<file path="src/rtl/oai221_zn_event_monitor_pkg.sv">
// Shared types and constants for the OAI221 ZN event monitor.
// The filter state encoding and sizing helper are used by both the filter and the top level.
package oai221_zn_event_monitor_pkg;

   typedef enum logic [1:0] {
      ST_HI      = 2'd0,
      ST_QUAL_LO = 2'd1,
      ST_LO      = 2'd2,
      ST_QUAL_HI = 2'd3
   } filt_state_e;

   // ZN of an idle OAI221 sits high; a low level is the condition being watched.
   localparam logic ZN_IDLE = 1'b1;

   function automatic int clog2(input int v);
      int r;
      r = 0;
      for (int i = 0; i < 31; i++) begin
         if ((1 << i) < v) r = i + 1;
      end
      return r;
   endfunction

endpackage

</file>
<file path="src/rtl/oai221_zn_event_monitor_if.sv">
// Event handshake bundle: pending flag, acknowledge, saturating count and overflow.
// The monitor drives through 'master', the consumer through 'slave'.
interface oai221_zn_event_monitor_if #(
   parameter int CNT_W = 8
);
   logic             EVT_VALID;
   logic             EVT_READY;
   logic [CNT_W-1:0] EVT_COUNT;
   logic             OVF;

   modport master (
      output EVT_VALID,
      output EVT_COUNT,
      output OVF,
      input  EVT_READY
   );

   modport slave (
      input  EVT_VALID,
      input  EVT_COUNT,
      input  OVF,
      output EVT_READY
   );
endinterface

</file>
<file path="src/rtl/oai221_zn_event_monitor_sync_filter.sv">
// Synchroniser plus four-state stability filter for the asynchronous ZN input.
// o_fall_evt is high for the single cycle in which the filtered level is about to go low.
module oai221_zn_sync_filter
   import oai221_zn_event_monitor_pkg::*;
#(
   parameter int SYNC_STAGES = 2,
   parameter int FILT_LEN    = 4
) (
   input  logic i_clk,
   input  logic i_rst,
   input  logic i_zn,
   input  logic i_en,
   output logic o_filt,
   output logic o_fall_evt
);

   localparam int              QW     = clog2(FILT_LEN + 1);
   localparam logic [QW-1:0]   Q_LAST = QW'(FILT_LEN - 1);
   localparam logic [QW-1:0]   Q_ONE  = QW'(1);

   logic [SYNC_STAGES-1:0] r_sync;
   filt_state_e            r_state;
   logic [QW-1:0]          r_q;
   logic                   r_filt;
   logic                   w_s;

   // Sync chain runs independently of EN so the sample is always current.
   always_ff @(posedge i_clk) begin
      if (i_rst) begin
         r_sync <= {SYNC_STAGES{ZN_IDLE}};
      end else begin
         r_sync <= {r_sync[SYNC_STAGES-2:0], i_zn};
      end
   end

   assign w_s = r_sync[SYNC_STAGES-1];

   always_ff @(posedge i_clk) begin
      if (i_rst) begin
         r_state <= ST_HI;
         r_q     <= '0;
         r_filt  <= ZN_IDLE;
      end else if (!i_en) begin
         r_q <= '0;
      end else begin
         unique case (r_state)
            ST_HI: begin
               if (!w_s) begin
                  if (FILT_LEN == 1) begin
                     r_state <= ST_LO;
                     r_filt  <= 1'b0;
                  end else begin
                     r_state <= ST_QUAL_LO;
                     r_q     <= Q_ONE;
                  end
               end
            end
            ST_QUAL_LO: begin
               if (w_s) begin
                  r_state <= ST_HI;
                  r_q     <= '0;
               end else if (r_q == Q_LAST) begin
                  r_state <= ST_LO;
                  r_q     <= '0;
                  r_filt  <= 1'b0;
               end else begin
                  r_q <= r_q + Q_ONE;
               end
            end
            ST_LO: begin
               if (w_s) begin
                  if (FILT_LEN == 1) begin
                     r_state <= ST_HI;
                     r_filt  <= 1'b1;
                  end else begin
                     r_state <= ST_QUAL_HI;
                     r_q     <= Q_ONE;
                  end
               end
            end
            ST_QUAL_HI: begin
               if (!w_s) begin
                  r_state <= ST_LO;
                  r_q     <= '0;
               end else if (r_q == Q_LAST) begin
                  r_state <= ST_HI;
                  r_q     <= '0;
                  r_filt  <= 1'b1;
               end else begin
                  r_q <= r_q + Q_ONE;
               end
            end
            default: begin
               r_state <= ST_HI;
               r_q     <= '0;
            end
         endcase
      end
   end

   // Decoded from the same terms that move the FSM into LO, so the top level can
   // update its registers on the very edge at which o_filt falls.
   assign o_fall_evt = i_en && !w_s &&
                       (((r_state == ST_QUAL_LO) && (r_q == Q_LAST)) ||
                        ((FILT_LEN == 1) && (r_state == ST_HI)));

   assign o_filt = r_filt;

endmodule

</file>
<file path="src/rtl/oai221_zn_event_monitor.sv">
// Condition monitor for an OAI221 ZN output: filters ZN, counts qualified falling
// events with saturation/overflow, and flags pending events over a valid/ready handshake.
module oai221_zn_event_monitor
   import oai221_zn_event_monitor_pkg::*;
#(
   parameter int SYNC_STAGES = 2,
   parameter int FILT_LEN    = 4,
   parameter int CNT_W       = 8
) (
   input  logic CK,
   input  logic RST,
   input  logic ZN_IN,
   input  logic EN,
   input  logic CLR,
   output logic FILT_OUT,
   oai221_zn_event_monitor_if.master evt
);

   localparam logic [CNT_W-1:0] CNT_MAX = {CNT_W{1'b1}};

   logic             w_fall_evt;
   logic             w_filt;
   logic [CNT_W-1:0] r_count;
   logic             r_ovf;
   logic             r_valid;

   function automatic logic [CNT_W-1:0] sat_inc(input logic [CNT_W-1:0] v);
      return (v == CNT_MAX) ? v : v + CNT_W'(1);
   endfunction

   oai221_zn_sync_filter #(
      .SYNC_STAGES (SYNC_STAGES),
      .FILT_LEN    (FILT_LEN)
   ) u_sync_filter (
      .i_clk      (CK),
      .i_rst      (RST),
      .i_zn       (ZN_IN),
      .i_en       (EN),
      .o_filt     (w_filt),
      .o_fall_evt (w_fall_evt)
   );

   // A new event outranks a same-cycle transfer so a pending flag is never lost;
   // CLR outranks both and discards any coinciding event.
   always_ff @(posedge CK) begin
      if (RST || CLR) begin
         r_count <= '0;
         r_ovf   <= 1'b0;
         r_valid <= 1'b0;
      end else if (w_fall_evt) begin
         r_count <= sat_inc(r_count);
         r_valid <= 1'b1;
         if (r_count == CNT_MAX) r_ovf <= 1'b1;
      end else if (r_valid && evt.EVT_READY) begin
         r_valid <= 1'b0;
      end
   end

   assign FILT_OUT      = w_filt;
   assign evt.EVT_VALID = r_valid;
   assign evt.EVT_COUNT = r_count;
   assign evt.OVF       = r_ovf;

endmodule
</file>
<file path="src/flat_wrapper.sv">
// flat-port wrapper written by rule: the top's interface ports become plain ports
module oai221_zn_event_monitor_flat import oai221_zn_event_monitor_pkg::*;
#(
   parameter int SYNC_STAGES = 2,
   parameter int FILT_LEN    = 4,
   parameter int CNT_W       = 8
)
  (CK, RST, ZN_IN, EN, CLR, FILT_OUT, evt_EVT_VALID, evt_EVT_COUNT, evt_OVF, evt_EVT_READY);
  oai221_zn_event_monitor_if #(.CNT_W(CNT_W)) evt_i ();
  input  logic CK;
  input  logic RST;
  input  logic ZN_IN;
  input  logic EN;
  input  logic CLR;
  output logic FILT_OUT;
  output wire logic [$bits(evt_i.EVT_VALID)-1:0] evt_EVT_VALID;
  output wire logic [$bits(evt_i.EVT_COUNT)-1:0] evt_EVT_COUNT;
  output wire logic [$bits(evt_i.OVF)-1:0] evt_OVF;
  input wire logic [$bits(evt_i.EVT_READY)-1:0] evt_EVT_READY;
  assign evt_EVT_VALID = evt_i.EVT_VALID;
  assign evt_EVT_COUNT = evt_i.EVT_COUNT;
  assign evt_OVF = evt_i.OVF;
  assign evt_i.EVT_READY = evt_EVT_READY;
  oai221_zn_event_monitor #(.SYNC_STAGES(SYNC_STAGES), .FILT_LEN(FILT_LEN), .CNT_W(CNT_W)) u_core (.CK(CK), .RST(RST), .ZN_IN(ZN_IN), .EN(EN), .CLR(CLR), .FILT_OUT(FILT_OUT), .evt(evt_i));
endmodule
</file>
<file path="config.mk">
export PLATFORM = sky130hd
export DESIGN_NAME = oai221_zn_event_monitor_flat
export DESIGN_NICKNAME = d
export VERILOG_FILES = /design/src/rtl/oai221_zn_event_monitor_pkg.sv /design/src/rtl/oai221_zn_event_monitor_if.sv /design/src/rtl/oai221_zn_event_monitor_sync_filter.sv /design/src/rtl/oai221_zn_event_monitor.sv /design/src/flat_wrapper.sv
export SDC_FILE = /design/constraint.sdc
export NUM_CORES = 1
export LEC_CHECK = 0
export BUFFER_PORTS_ARGS = -buffer_cell sky130_fd_sc_hd__buf_2
export CAP_MARGIN = 20
export CORE_AREA = 2 2 49 42
export CTS_CLUSTER_DIAMETER = 120
export DETAILED_ROUTE_END_ITERATION = 12
export DIE_AREA = 0 0 51 44
export PLACE_DENSITY = 0.68
export SLEW_MARGIN = 20
export SYNTH_ARGS = -nofsm -noshare
export SYNTH_HDL_FRONTEND = slang
export SYNTH_SLANG_ARGS = --single-unit
</file>
<file path="constraint.sdc">
create_clock -name CK -period 1.8 [get_ports CK]
set_input_delay 0.36 -clock CK [delete_from_list [all_inputs] [get_ports CK]]
set_output_delay 0.36 -clock CK [all_outputs]
set_load 0.02 [all_outputs]
</file>
==> impl_metrics.csv <==
group,metric,value,unit
status,outcome,"finished clean",
die,die_h,44,um
timing,finalSetupViolCount,0,
pwr,ir_drop,0.000484,V
worst_setup_path,worst_ep_arrival_time,1.81,ns
final_layout,syn2layout_area_growth,17.5,%
die,rows,14,
yosys,synth_fp_nets,99,
detailed_routing,wirelength,1520,um
clocking,cts.repair.resized,0,
placed_design,numPortBuffers,16,
worst_setup_path,crit_required,1.98,ns
clocking,post-cts-setup-buffers,0,
timing,fin_crit_sh,0.906,
worst_setup_path,end_kind,"register",
job,drv_cap,0,
clocking,max-clock-path-buffers,2,
grt,antenna_found_initial,0,
clocking,cts_sinks,18,
detailed_routing,vias,700,
min_path,min_path_cells,2,
clocking,tritoncts,"built",
detailed_routing,via_per_inst,5.22,
timing,maxSlewViolCount,0,
placed_design,dp_slack,0.214,ns
clocking,cts_htree_levels,1,
detailed_routing,drt_iter0_markers,11,
detailed_routing,drc_errors,0,
timing,relSlewSlack,0.705,
grt,first_global_vias,628,
worst_setup_path,cp-startpoint,"u_core.u_sync_filter.r_q[0]",
yosys,ys.flop_type,"dfxtp_1",
grt,grt_pass1_wl,2590,um
pwr,p_per_area,715,nW/um^2
final_layout,n_fill_cell,175,
clocking,hold_buffers,0,
die,coreArea,1770,um^2
detailed_routing,first_pass_iters,3,
detailed_routing,wl_per_cell,11.4,um
pwr,leakage,0.368,nW
die,fp.dieW,51,um
grt,track_usage,0.153,
timing,tns,0,ns
placed_design,dp_hpwl,1160,um
die,start_util,0.461,
placed_design,gp_congestion,0.770,
timing,min_period,1.63,ns
die,io_pins,17,
yosys,netlist.area_leader.share,0.442,
worst_setup_path,r2r_start,"u_core.u_sync_filter.r_q[0]",
timing,hold_viol,0,
yosys,synth_edf_count,0,
yosys,synth-seq-cells,18,
yosys,synth_area_leader_cell,"dfxtp_1",
yosys,synthTopCellsByArea,"dfxtp_1 (44%), nor2_1 (5.1%), a21oi_1 (4.3%)",
yosys,syn_inst,91,
min_path,min_from,"ZN_IN",
timing,fmax,613,MHz
clocking,clk-insertion-delay-late,0.29,ns
final_layout,antenna_cells,0,
yosys,synth_area,816,um^2
timing,tightest_slew,0.439,ns
yosys,synth_area_per_cell,8.96,um^2
timing,worst_slack,0.170,ns
final_layout,layout.nets,119,
yosys,yosysSeqAreaShare,0.442,
clocking,cts_buffers,3,
worst_setup_path,reg2regPathDepth,5,
detailed_routing,ant_nets,0,
yosys,yosys.cell_types.count,35,
yosys,synth_warnings,0,
worst_setup_path,path_max_fanout,4,
timing,rsz0062_at_grt,"no",
clocking,path_clk_slew,0.10,ns
worst_setup_path,crit_type,"register to register",
grt,grt_remaining_overflow,0,
final_layout,drive_gt1_frac,0.255,
yosys,synth_async_sr_flop_share,0,
clocking,root_buffer,"clkbuf_4",
die,dieArea,2240,um^2
grt,grt_max_degree,11,
worst_setup_path,cp-start-kind,"register",
timing,fin_skew,0.000967,ns
min_path,hp-class,"input pin to register",
[stage by stage]
stage                      util  power (W)  instances  instance area, um^2  hold WS (ns)
after floorplan               -   0.000437         91                  816         0.389
after global placement    0.521   0.000449        130                  922         0.393
after detailed placement  0.521   0.000450        130                  922         0.399
after CTS                 0.542   0.000700        134                  958         0.236
after global routing      0.542   0.000724        134                  958         0.224
final                     0.542   0.000685        134                  958         0.249
[flip-flops by register name, summed over array words and instances (netlist names), named ones only]
signal and flops:
u_core.u_sync_filter.r_state 1, u_core.u_sync_filter.r_q 3, u_core.evt.EVT_COUNT 8, u_core.u_sync_filter.o_filt 1, u_core.u_sync_filter.r_sync 2, u_core.evt.EVT_VALID 1
u_core.evt.OVF 1
[final cells by class]
class                   count  area [um^2]  share of cell area
well taps                  24         30.0              0.0313
inverters                   4         15.0              0.0157
repair buffers             16         80.1              0.0836
clock buffers               4         36.3              0.0379
flip-flops and latches     18          360               0.376
multi-input cells          68          437               0.456
[cell usage after synthesis (all sizes together) (2+ instances only)]
cell type,number
and3,3
a21oi,7
nand4,2
nand2,3
o21ai,5
nor2,11
ha,2
nand2b,2
or2,3
inv,4
nor3,4
nand4b,2
dfxtp,18
o211ai,2
nand3,4
or3,2
[where the power goes]
part           internal [W]  total (W)  switching, W
registers          0.000403   0.000408    0.00000473
clock network      0.000123   0.000245      0.000122
logic             0.0000152  0.0000325     0.0000172
[worst max-delay path, cell delays in order, from the launching register on]
cell and delay, ns:
dfxtp_1 0.38, ha_1 0.23, nand4b_1 0.22, nor3_1 0.41
o2111a_1 0.25, nor3_1 0.05
[logic make-up (layout without fill, tap and decap cells)]
family,Yosys count,after routing,synth area share
adder cells (fa/ha/maj),2,2,0.0307
AO/OA/AOI/OAI,21,21,0.163
buffers and inverters,5,24,0.0230
AND/OR/NAND/NOR,42,42,0.308
XOR/XNOR,2,2,0.0215
multiplexers,1,1,0.0123
flip-flops,18,18,0.442
[metal layers]
layer | wire, um | global-route usage
met5 | 0 | 0
met4 | 22 | 0.0649
met3 | 58 | 0.0345
met2 | 684 | 0.260
met1 | 758 | 0.188
[path summary, 6_finish.rpt]
path                            slack, ns                        endpoint
worst max-delay path                 0.17         u_core.evt.EVT_COUNT[2]
worst min-delay path                 0.25  u_core.u_sync_filter.r_sync[0]
worst max register to register       0.17         u_core.evt.EVT_COUNT[2]
worst min register to register       0.42  u_core.u_sync_filter.r_sync[1]
[placed cells by master (no fill, tap or decap), drive strengths merged, types with 2 or more instances in the layout]
cell type | synthesis | final
and3 | 3 | 3
o211ai | 2 | 2
nand2 | 3 | 3
o21ai | 5 | 5
a21oi | 7 | 7
or3 | 2 | 2
or2 | 3 | 3
nor3 | 4 | 4
nand2b | 2 | 2
nand4b | 2 | 2
ha | 2 | 2
buf | 0 | 16
dfxtp | 18 | 18
nor2 | 11 | 11
clkbuf | 1 | 4
nand4 | 2 | 2
nand3 | 4 | 4
inv | 4 | 4
No activity file was read; power rests on OpenSTA's default activity.
